<file path="config.mk">
export PLATFORM = sky130hd
export DESIGN_NAME = store_buffer
export DESIGN_NICKNAME = d
export VERILOG_FILES = /design/src/rtl/store_buffer.sv
export SDC_FILE = /design/constraint.sdc
export NUM_CORES = 1
export LEC_CHECK = 0
export CAP_MARGIN = 10
export CORE_ASPECT_RATIO = 1.25
export CORE_MARGIN = 10
export CORE_UTILIZATION = 23
export DETAILED_ROUTE_END_ITERATION = 8
export GPL_TIMING_DRIVEN = 1
export PLACE_DENSITY = 0.43
export REMOVE_ABC_BUFFERS = 1
export SLEW_MARGIN = 20
export SYNTH_ARGS = -nofsm -noshare
export SYNTH_HDL_FRONTEND = slang
export SYNTH_SLANG_ARGS = --single-unit
</file>
<file path="constraint.sdc">
create_clock -name clk -period 3.4 [get_ports clk]
set_input_delay 0.68 -clock clk [delete_from_list [all_inputs] [get_ports clk]]
set_output_delay 0.68 -clock clk [all_outputs]
set_load 0.02 [all_outputs]
</file>
<file path="src/rtl/store_buffer.sv">
// store_buffer
//   Write-side formatter and in-order queue for committed stores.
//   Each store (sb/sh/sw/swl/swr) is turned into a word-aligned address,
//   byte strobes and byte-lane-aligned data when it is pushed. Entries
//   drain one at a time to the DCache write port, with at most one write
//   outstanding.
//
// Handshakes:
//   push side : a store is taken on a rising edge where st_valid && st_ready.
//   write side: wr_req stays high with wr_addr/wr_strb/wr_data held stable
//               until the edge that also sees wr_addr_ok. The write
//               completes, and the head entry is released, on the edge that
//               sees wr_data_ok. That can be the same edge as wr_addr_ok.
//
// Ports:
//   clk, resetn          clock, asynchronous active-low reset
//   st_valid/st_ready    store request handshake
//   st_op[4:0]           one-hot {swr, swl, sw, sh, sb}
//   st_addr, st_data     byte address and rt value of the store
//   wr_req..wr_data      write request to DCache (head entry)
//   wr_addr_ok           DCache accepted the request
//   wr_data_ok           DCache completed the write
//   ld_chk_addr          address of the load currently in MEM
//   ld_conflict          some pending entry targets the same word
//   sb_empty, sb_full    occupancy status
//   dbg_state            drain FSM state (0 idle, 1 req, 2 wait)
module store_buffer #(
    parameter int DEPTH = 4,
    parameter int PTR_W = 2
) (
    input  logic        clk,
    input  logic        resetn,
    input  logic        st_valid,
    output logic        st_ready,
    input  logic [4:0]  st_op,
    input  logic [31:0] st_addr,
    input  logic [31:0] st_data,
    output logic        wr_req,
    output logic [31:0] wr_addr,
    output logic [3:0]  wr_strb,
    output logic [31:0] wr_data,
    input  logic        wr_addr_ok,
    input  logic        wr_data_ok,
    input  logic [31:0] ld_chk_addr,
    output logic        ld_conflict,
    output logic        sb_empty,
    output logic        sb_full,
    output logic [1:0]  dbg_state
);

    typedef enum logic [1:0] {
        S_IDLE = 2'd0,
        S_REQ  = 2'd1,
        S_WAIT = 2'd2
    } state_t;

    state_t state;

    logic [29:0] ent_addr [DEPTH];
    logic [3:0]  ent_strb [DEPTH];
    logic [31:0] ent_data [DEPTH];

    logic [PTR_W-1:0] head;
    logic [PTR_W-1:0] tail;
    logic [PTR_W:0]   count;

    logic        push;
    logic        pop;
    logic [3:0]  fmt_strb;
    logic [31:0] fmt_data;
    logic [PTR_W-1:0] slot_off;

    assign sb_full   = (count == DEPTH[PTR_W:0]);
    assign st_ready  = !sb_full;
    assign sb_empty  = (count == '0) && (state == S_IDLE);
    assign push      = st_valid && st_ready;
    // The head leaves the queue only when its write completes.
    assign pop       = ((state == S_REQ) && wr_addr_ok && wr_data_ok) ||
                       ((state == S_WAIT) && wr_data_ok);
    assign wr_req    = (state == S_REQ);
    assign dbg_state = state;

    // Outputs are forced to zero outside REQ so that nothing stale (or
    // uninitialised storage after reset) reaches the cache port.
    assign wr_addr = wr_req ? {ent_addr[head], 2'b00} : 32'h0;
    assign wr_strb = wr_req ? ent_strb[head] : 4'h0;
    assign wr_data = wr_req ? ent_data[head] : 32'h0;

    // Lane formatting. swl writes the upper bytes of rt into the low lanes
    // up to and including the addressed byte; swr writes the low bytes of
    // rt from the addressed byte upward. Unknown or multi-hot ops still
    // occupy a slot but write nothing.
    always_comb begin
        fmt_strb = 4'h0;
        fmt_data = 32'h0;
        case (st_op)
            5'b00001: begin
                fmt_strb = 4'b0001 << st_addr[1:0];
                fmt_data = {4{st_data[7:0]}};
            end
            5'b00010: begin
                fmt_strb = st_addr[1] ? 4'b1100 : 4'b0011;
                fmt_data = {2{st_data[15:0]}};
            end
            5'b00100: begin
                fmt_strb = 4'b1111;
                fmt_data = st_data;
            end
            5'b01000: begin
                case (st_addr[1:0])
                    2'd0: begin fmt_strb = 4'b0001; fmt_data = {24'b0, st_data[31:24]}; end
                    2'd1: begin fmt_strb = 4'b0011; fmt_data = {16'b0, st_data[31:16]}; end
                    2'd2: begin fmt_strb = 4'b0111; fmt_data = {8'b0, st_data[31:8]}; end
                    default: begin fmt_strb = 4'b1111; fmt_data = st_data; end
                endcase
            end
            5'b10000: begin
                case (st_addr[1:0])
                    2'd0: begin fmt_strb = 4'b1111; fmt_data = st_data; end
                    2'd1: begin fmt_strb = 4'b1110; fmt_data = {st_data[23:0], 8'b0}; end
                    2'd2: begin fmt_strb = 4'b1100; fmt_data = {st_data[15:0], 16'b0}; end
                    default: begin fmt_strb = 4'b1000; fmt_data = {st_data[7:0], 24'b0}; end
                endcase
            end
            default: begin
                fmt_strb = 4'h0;
                fmt_data = 32'h0;
            end
        endcase
    end

    // Entry storage needs no reset: occupancy is tracked by head/count.
    always_ff @(posedge clk) begin
        if (push) begin
            ent_addr[tail] <= st_addr[31:2];
            ent_strb[tail] <= fmt_strb;
            ent_data[tail] <= fmt_data;
        end
    end

    always_ff @(posedge clk or negedge resetn) begin
        if (!resetn) begin
            head  <= '0;
            tail  <= '0;
            count <= '0;
            state <= S_IDLE;
        end else begin
            if (push) tail <= tail + 1'b1;
            if (pop)  head <= head + 1'b1;
            case ({push, pop})
                2'b10:   count <= count + 1'b1;
                2'b01:   count <= count - 1'b1;
                default: count <= count;
            endcase
            case (state)
                S_IDLE: if (count != '0) state <= S_REQ;
                S_REQ:  if (wr_addr_ok) state <= wr_data_ok ? S_IDLE : S_WAIT;
                S_WAIT: if (wr_data_ok) state <= S_IDLE;
                default: state <= S_IDLE;
            endcase
        end
    end

    // A slot is live when its distance from head is below count. The head
    // slot stays live through REQ and WAIT, so in-flight writes still match.
    always_comb begin
        ld_conflict = 1'b0;
        slot_off    = '0;
        for (int i = 0; i < DEPTH; i++) begin
            slot_off = PTR_W'(i) - head;
            if (({1'b0, slot_off} < count) && (ent_addr[i] == ld_chk_addr[31:2]))
                ld_conflict = 1'b1;
        end
    end

endmodule

</file>
==> flow_summary.yaml, run 1 <==
clock_network:
  worstSkewPairLatency_ns: 0.53
  htreeDepth: 2
  cts-root-buf: "clkbuf_16"
  hold_buffers: 0
  clk_pin_slew_worst_paths_ns: 0.05
  cts-buffers-inserted: 35
  cts_sinks: 273
  clockBufferDepth: 3
  cts_tree: "yes"
worst_hold_path:
  holdCritPathClass: "in2async"
placed_design:
  finalWeightedCongestion: 0.829
  place_hpwl_mm: 31.0
  port_buffers: 176
  placed_area_um2: 16300
  place_ws_ns: -0.551
routing:
  antenna_left: 0
  vias: 8324
  drtPass1Iterations: 5
  remaining_drc_errors: 0
  wl_per_cell_um: 24.4
  drtIter0Drc: 608
  vias_per_cell: 4.56
  routed_wl_mm: 44.5
critical_path:
  path_buf_inv: 3
  r2r_start: "dbg_state[0]"
  cp_slowest_cell: "or4_1"
  cp_max_fo: 2
  crit_family: "simple AND/OR/NAND/NOR gates"
  end_kind: "output pin"
  startpoint_type: "primary input"
  worst_ep_required_time_ns: 2.72
  cp_data_arrival_time_ns: 2.70
  r2r_setup_slack_ns: 1.09
  rr_endpoint: "count[2]"
  path_cells: "clkdlybuf4s50_1 > xor2_1 > nor4_2 > buf_4 > nand4_1 > or4_1 > nand4_1 > buf_6"
  rr_worst_depth: 9
  critPathKind: "in2out"
  cp_slowest_stage_delay_ns: 0.54
  cpMostUsedCell: "nand4_1"
floorplanning:
  initial_core_util_pct: 23.2
  die_y_um: 286
  top_level_ports: 181
  rows: 97
  fp.dieW_um: 233
  dieArea_um2: 66800
  coreArea_um2: 56200
yosys:
  syn-instance-count: 802
  async_flop_share_pct: 3.30
  synth-edff-count: 264
  syn_area_per_cell_um2: 16.3
  ys.warnings.count: 0
  synth_seq_cells: 273
  yosys_most_used_dff: "edfxtp_1"
  ys_types: 52
  syn_area_um2: 13100
  seq_area_frac_synth_pct: 62.4
global_route:
  grt_pass1_wl_mm: 64.1
  grt_overflow: 0
  grt_pass1_vias: 8929
  antenna_found_initial: 1
  grt_max_degree: 67
  gr-usage-all-layers_pct: 13.2
final_layout:
  fin_area_um2: 17500
  n_antenna_cell: 0
  fillers: 5610
  nNetsFinal: 1175
  area.growth.synth_to_final_pct: 34.4
  drive_gt1_share_pct: 22.3
  seq_area_um2: 8160
  multiInputGateArea_um2: 4790
sta:
  skew_ns: 0.0195
  timing.final.crit_share_pct: 99.5
  fmax_mhz: 296
  rsz0062_at_grt: "true"
  maxSlewViolCount: 0
  slew_headroom_pct: 57.2
  finalHoldViolCount: 0
  period_minus_slack_ns: 3.38
  final.setup.worst_slack_ns: 0.0179
  worst_pin_slew_ns: 0.642
  setup_viol: 0
  holdWs_ns: 0.469
power:
  p_per_area_nw_per_um2: 793
  peakVddDrop_mv: 0.600
  p_leak_nw: 6.07
  total_power_mw: 13.9
run:
  drv_cap: 0
run_status:
  status: "completed"
## flip-flops by register name (all words and copies together) (netlist names)
register / cells
ent_strb: 16
head: 2
dbg_state: 2
ent_data: 128
count: 3
tail: 2
ent_addr: 120
## how the worst max path moves through the flow
stage,start,to,cells past startpoint
finish,ld_chk_addr[20],ld_conflict,8
global route,head[0],ld_conflict,7
CTS,head[0],ld_conflict,8
detailed placement,ld_chk_addr[14],ld_conflict,9
global placement,ld_chk_addr[30],ld_conflict,8
floorplan,head[0],ld_conflict,6
## power breakdown
group          switching [mW]  total (mW)  internal (mW)
Clock                    1.40        3.46           2.06
Combinational            3.16        5.70           2.54
Sequential              0.290        4.77           4.48
Total                    4.85        13.9           9.07
## layout by cell type (no fill, tap or decap), types with 5 or more instances in the layout
cell type,instances
a22oi_1,14
ha_1,8
inv_1,13
dfrtp_1,7
a222oi_1,8
dlygate4sd2_1,49
nor4_1,11
xnor2_1,69
a22o_1,9
clkbuf_1,7
mux4_2,74
clkdlybuf4s50_1,121
a21oi_1,6
clkinv_1,7
nor2_1,12
a221o_1,11
o21ai_0,10
clkbuf_16,37
dlymetal6s2s_1,5
nand4_1,20
nand2_1,31
buf_12,6
edfxtp_1,264
and2_1,68
xor2_1,57
clkinv_2,5
buf_4,75
## per-stage QoR
| stage | instances | util [%] | TNS [ns] |
|---|---|---|---|
| after CTS | 1825 | 31.1 | -0.203 |
| after detailed placement | 1762 | 29.1 | -0.551 |
| final | 1825 | 31.2 | 0 |
| after global routing | 1825 | 31.2 | -0.166 |
| after global placement | 1762 | 29.1 | -0.586 |
| after floorplan | 758 | - | -58.88 |
## per-layer routing
| layer | GRT usage [%] | vias to the layer above | share of wire, % |
|---|---|---|---|
| met5 | 0 | - | 0.025 |
| met4 | 3.84 | 2 | 2.5 |
| met3 | 3.20 | 55 | 6.2 |
| met2 | 23.0 | 307 | 51 |
| met1 | 15.6 | 4292 | 40 |
| li1 | - | 3668 | - |
## logic make-up after synthesis
group | Yosys count | synth area share, %
buffers and inverters | 58 | 1.92
other | 1 | 0.0287
muxes | 75 | 12.8
adders and majority gates | 10 | 1.02
AOI/OAI and AO/OA | 85 | 5.39
DFF | 273 | 62.4
xor gates and xnor gates | 127 | 8.52
and+or+nand+nor | 173 | 7.85
## timing repair
action,CTS,global route
resized for setup,68,15
endpoints found under the setup margin,67,12
gates cloned,2,0
setup buffers,0,0
pin swaps,0,3
## synth_stat cells (all sizes together) (12+ instances only)
cell type	number	share of area (%)
xor2	58	3.9
and2	68	3.3
clkbuf	26	0.75
a221o	14	1.1
edfxtp	264	61
mux4	74	13
buf	19	0.80
nor2	12	0.34
a22oi	14	0.80
inv	13	0.37
nand2	32	0.94
nor4	14	0.67
o21ai	13	0.53
xnor2	69	4.6
nand4	20	0.96
## final cells by class
type	instances	share of cell area, %
Tap cell	742	5.29
Inverter	13	0.278
Clock buffer	44	5.43
Clock inverter	17	0.649
Sequential cell	273	46.5
Multi-Input combinational cell	472	27.3
Timing Repair Buffer	264	14.6
(Power assumes the default switching activity.)
==> inputs of run 2 (changes only) <==
--- a/config.mk
+++ b/config.mk
@@ -10,9 +10,8 @@
 export CORE_MARGIN = 10
 export CORE_UTILIZATION = 23
 export DETAILED_ROUTE_END_ITERATION = 8
-export GPL_TIMING_DRIVEN = 1
 export PLACE_DENSITY = 0.43
-export REMOVE_ABC_BUFFERS = 1
+export SKIP_CTS_REPAIR_TIMING = 1
 export SLEW_MARGIN = 20
 export SYNTH_ARGS = -nofsm -noshare
 export SYNTH_HDL_FRONTEND = slang
==> run 2 against run 1 <==
Compared with the run above: the run now ends with setup timing left; fmax fell by 3.1%; critical path type is now reg2out; final area is 1.7% higher; combinational power up 3%; register-to-register slack got worse by 0.15 ns; count of clock-buffer cells in the layout down 11; sequential share of layout area fell by 0.76 points; power is 2.2% higher; die area did not move; global-route usage fell by 0.69 points; sequential power about the same.
==> flow_summary.yaml, run 2 (synthesized netlist as in run 1, its figures left out) <==
run_status:
  status: "finished with violations"
  violations: "setup timing"
clock_network:
  cts_tree: "yes"
  clockBufferDepth: 3
  cts_sinks: 273
  cts-buffers-inserted: 31
  worstSkewPairLatency_ns: 0.57
  cts-root-buf: "clkbuf_16"
  htreeDepth: 1
  clk_pin_slew_worst_paths_ns: 0.06
routing:
  antenna_left: 0
  remaining_drc_errors: 0
  wl_per_cell_um: 23.6
  routed_wl_mm: 43.4
  drtIter0Drc: 471
  drtPass1Iterations: 7
  vias_per_cell: 4.47
  vias: 8220
final_layout:
  multiInputGateArea_um2: 4740
  drive_gt1_share_pct: 23.2
  final_cell_mix: "264 x edfxtp_1, 114 x clkdlybuf4s50_1, 92 x buf_4"
  final_common_cell: "edfxtp_1"
  final_cells: 1838
  area.growth.synth_to_final_pct: 36.6
  reg_top3: "ent_data (128), ent_addr (120), ent_strb (16)"
  regMostFlops: "ent_data"
  seq_area_um2: 8160
  fin_area_um2: 17800
  nNetsFinal: 1186
  fillers: 5584
  largest_register_ffs: 128
global_route:
  grt_pass1_vias: 8910
  grt_overflow: 0
  gr-usage-all-layers_pct: 12.5
  antenna_found_initial: 6
  grt_pass1_wl_mm: 61.7
  grt_max_degree: 69
critical_path:
  end_kind: "output pin"
  worst_ep_required_time_ns: 2.72
  crit_family: "simple AND/OR/NAND/NOR gates"
  cp_data_arrival_time_ns: 2.81
  cp_slowest_stage_delay_ns: 0.44
  path_cells: "buf_6 > a21oi_1 > a2111oi_2 > nand4_1 > or4_1 > nand4_1 > buf_4"
  critPathKind: "reg2out"
  cp_slowest_cell: "or4_1"
  cp_max_fo: 7
  path_buf_inv: 2
  startpoint_type: "flop"
  cpMostUsedCell: "nand4_1"
sta:
  tns_ns: -0.0910
  timing.final.crit_share_pct: 103
  maxSlewViolCount: 0
  fmax_mhz: 286
  skew_ns: 0.00874
  setup_viol: 1
  finalHoldViolCount: 0
  rsz0062_at_grt: "true"
  period_minus_slack_ns: 3.49
  worst_pin_slew_ns: 0.991
  final.setup.worst_slack_ns: -0.0910
  slew_headroom_pct: 33.8
floorplanning:
  coreArea_um2: 56200
  top_level_ports: 181
  fp.dieW_um: 233
  initial_core_util_pct: 23.2
  dieArea_um2: 66800
  die_y_um: 286
  rows: 97
run:
  drv_cap: 0
power:
  total_power_mw: 14.2
  p_per_area_nw_per_um2: 798
  p_leak_nw: 6.76
  peakVddDrop_mv: 0.400
placed_design:
  place_ws_ns: -0.637
  placed_area_um2: 16300
  port_buffers: 176
  dp_cells: 1766
  finalWeightedCongestion: 0.862
  place_hpwl_mm: 31.5
worst_hold_path:
  holdCritPathClass: "in2async"
-- run 2: report_power, final --
part	internal [mW]	switching, mW	total, mW
clock	2.27	1.37	3.64
combinational	2.73	3.11	5.85
sequential	4.48	0.269	4.75
total	9.48	4.75	14.2
-- run 2: final cells by class --
type | instances | area share, %
Antenna cell | 2 | 0.0281
Clock buffer | 33 | 4.39
Multi-Input combinational cell | 472 | 26.6
Clock inverter | 24 | 1.89
Tap cell | 742 | 5.20
Timing Repair Buffer | 279 | 15.9
Sequential cell | 273 | 45.7
Inverter | 13 | 0.274
-- run 2: path summary, 6_finish.rpt --
path	start	to	slack (ns)	depth (start not counted)
min in group clk	dbg_state[1]	dbg_state[0]	0.55	1
max	head[0]	ld_conflict	-0.09	7
min reg2reg	dbg_state[1]	dbg_state[0]	0.55	1
min	resetn	dbg_state[1]	0.43	1
max in group asynchronous	resetn	head[1]	2.59	1
max reg2reg	dbg_state[0]	count[2]	0.94	10
-- run 2: metrics by stage --
stage	hold slack (ns)	util, %
after floorplan	0.384	-
after global placement	0.548	29.1
after detailed placement	0.547	29.1
after CTS	0.415	31.1
after global routing	0.452	31.7
final	0.432	31.7
-- run 2: metal layers --
layer | part of all wire (%) | global-route usage (%) | up-vias | routed length [um]
li1 | - | - | 3704 | -
met1 | 40 | 14.4 | 4167 | 17200
met2 | 53 | 23.0 | 287 | 22800
met3 | 5.9 | 2.69 | 54 | 2550
met4 | 2.0 | 2.78 | 8 | 852
met5 | 0.11 | 0 | - | 48
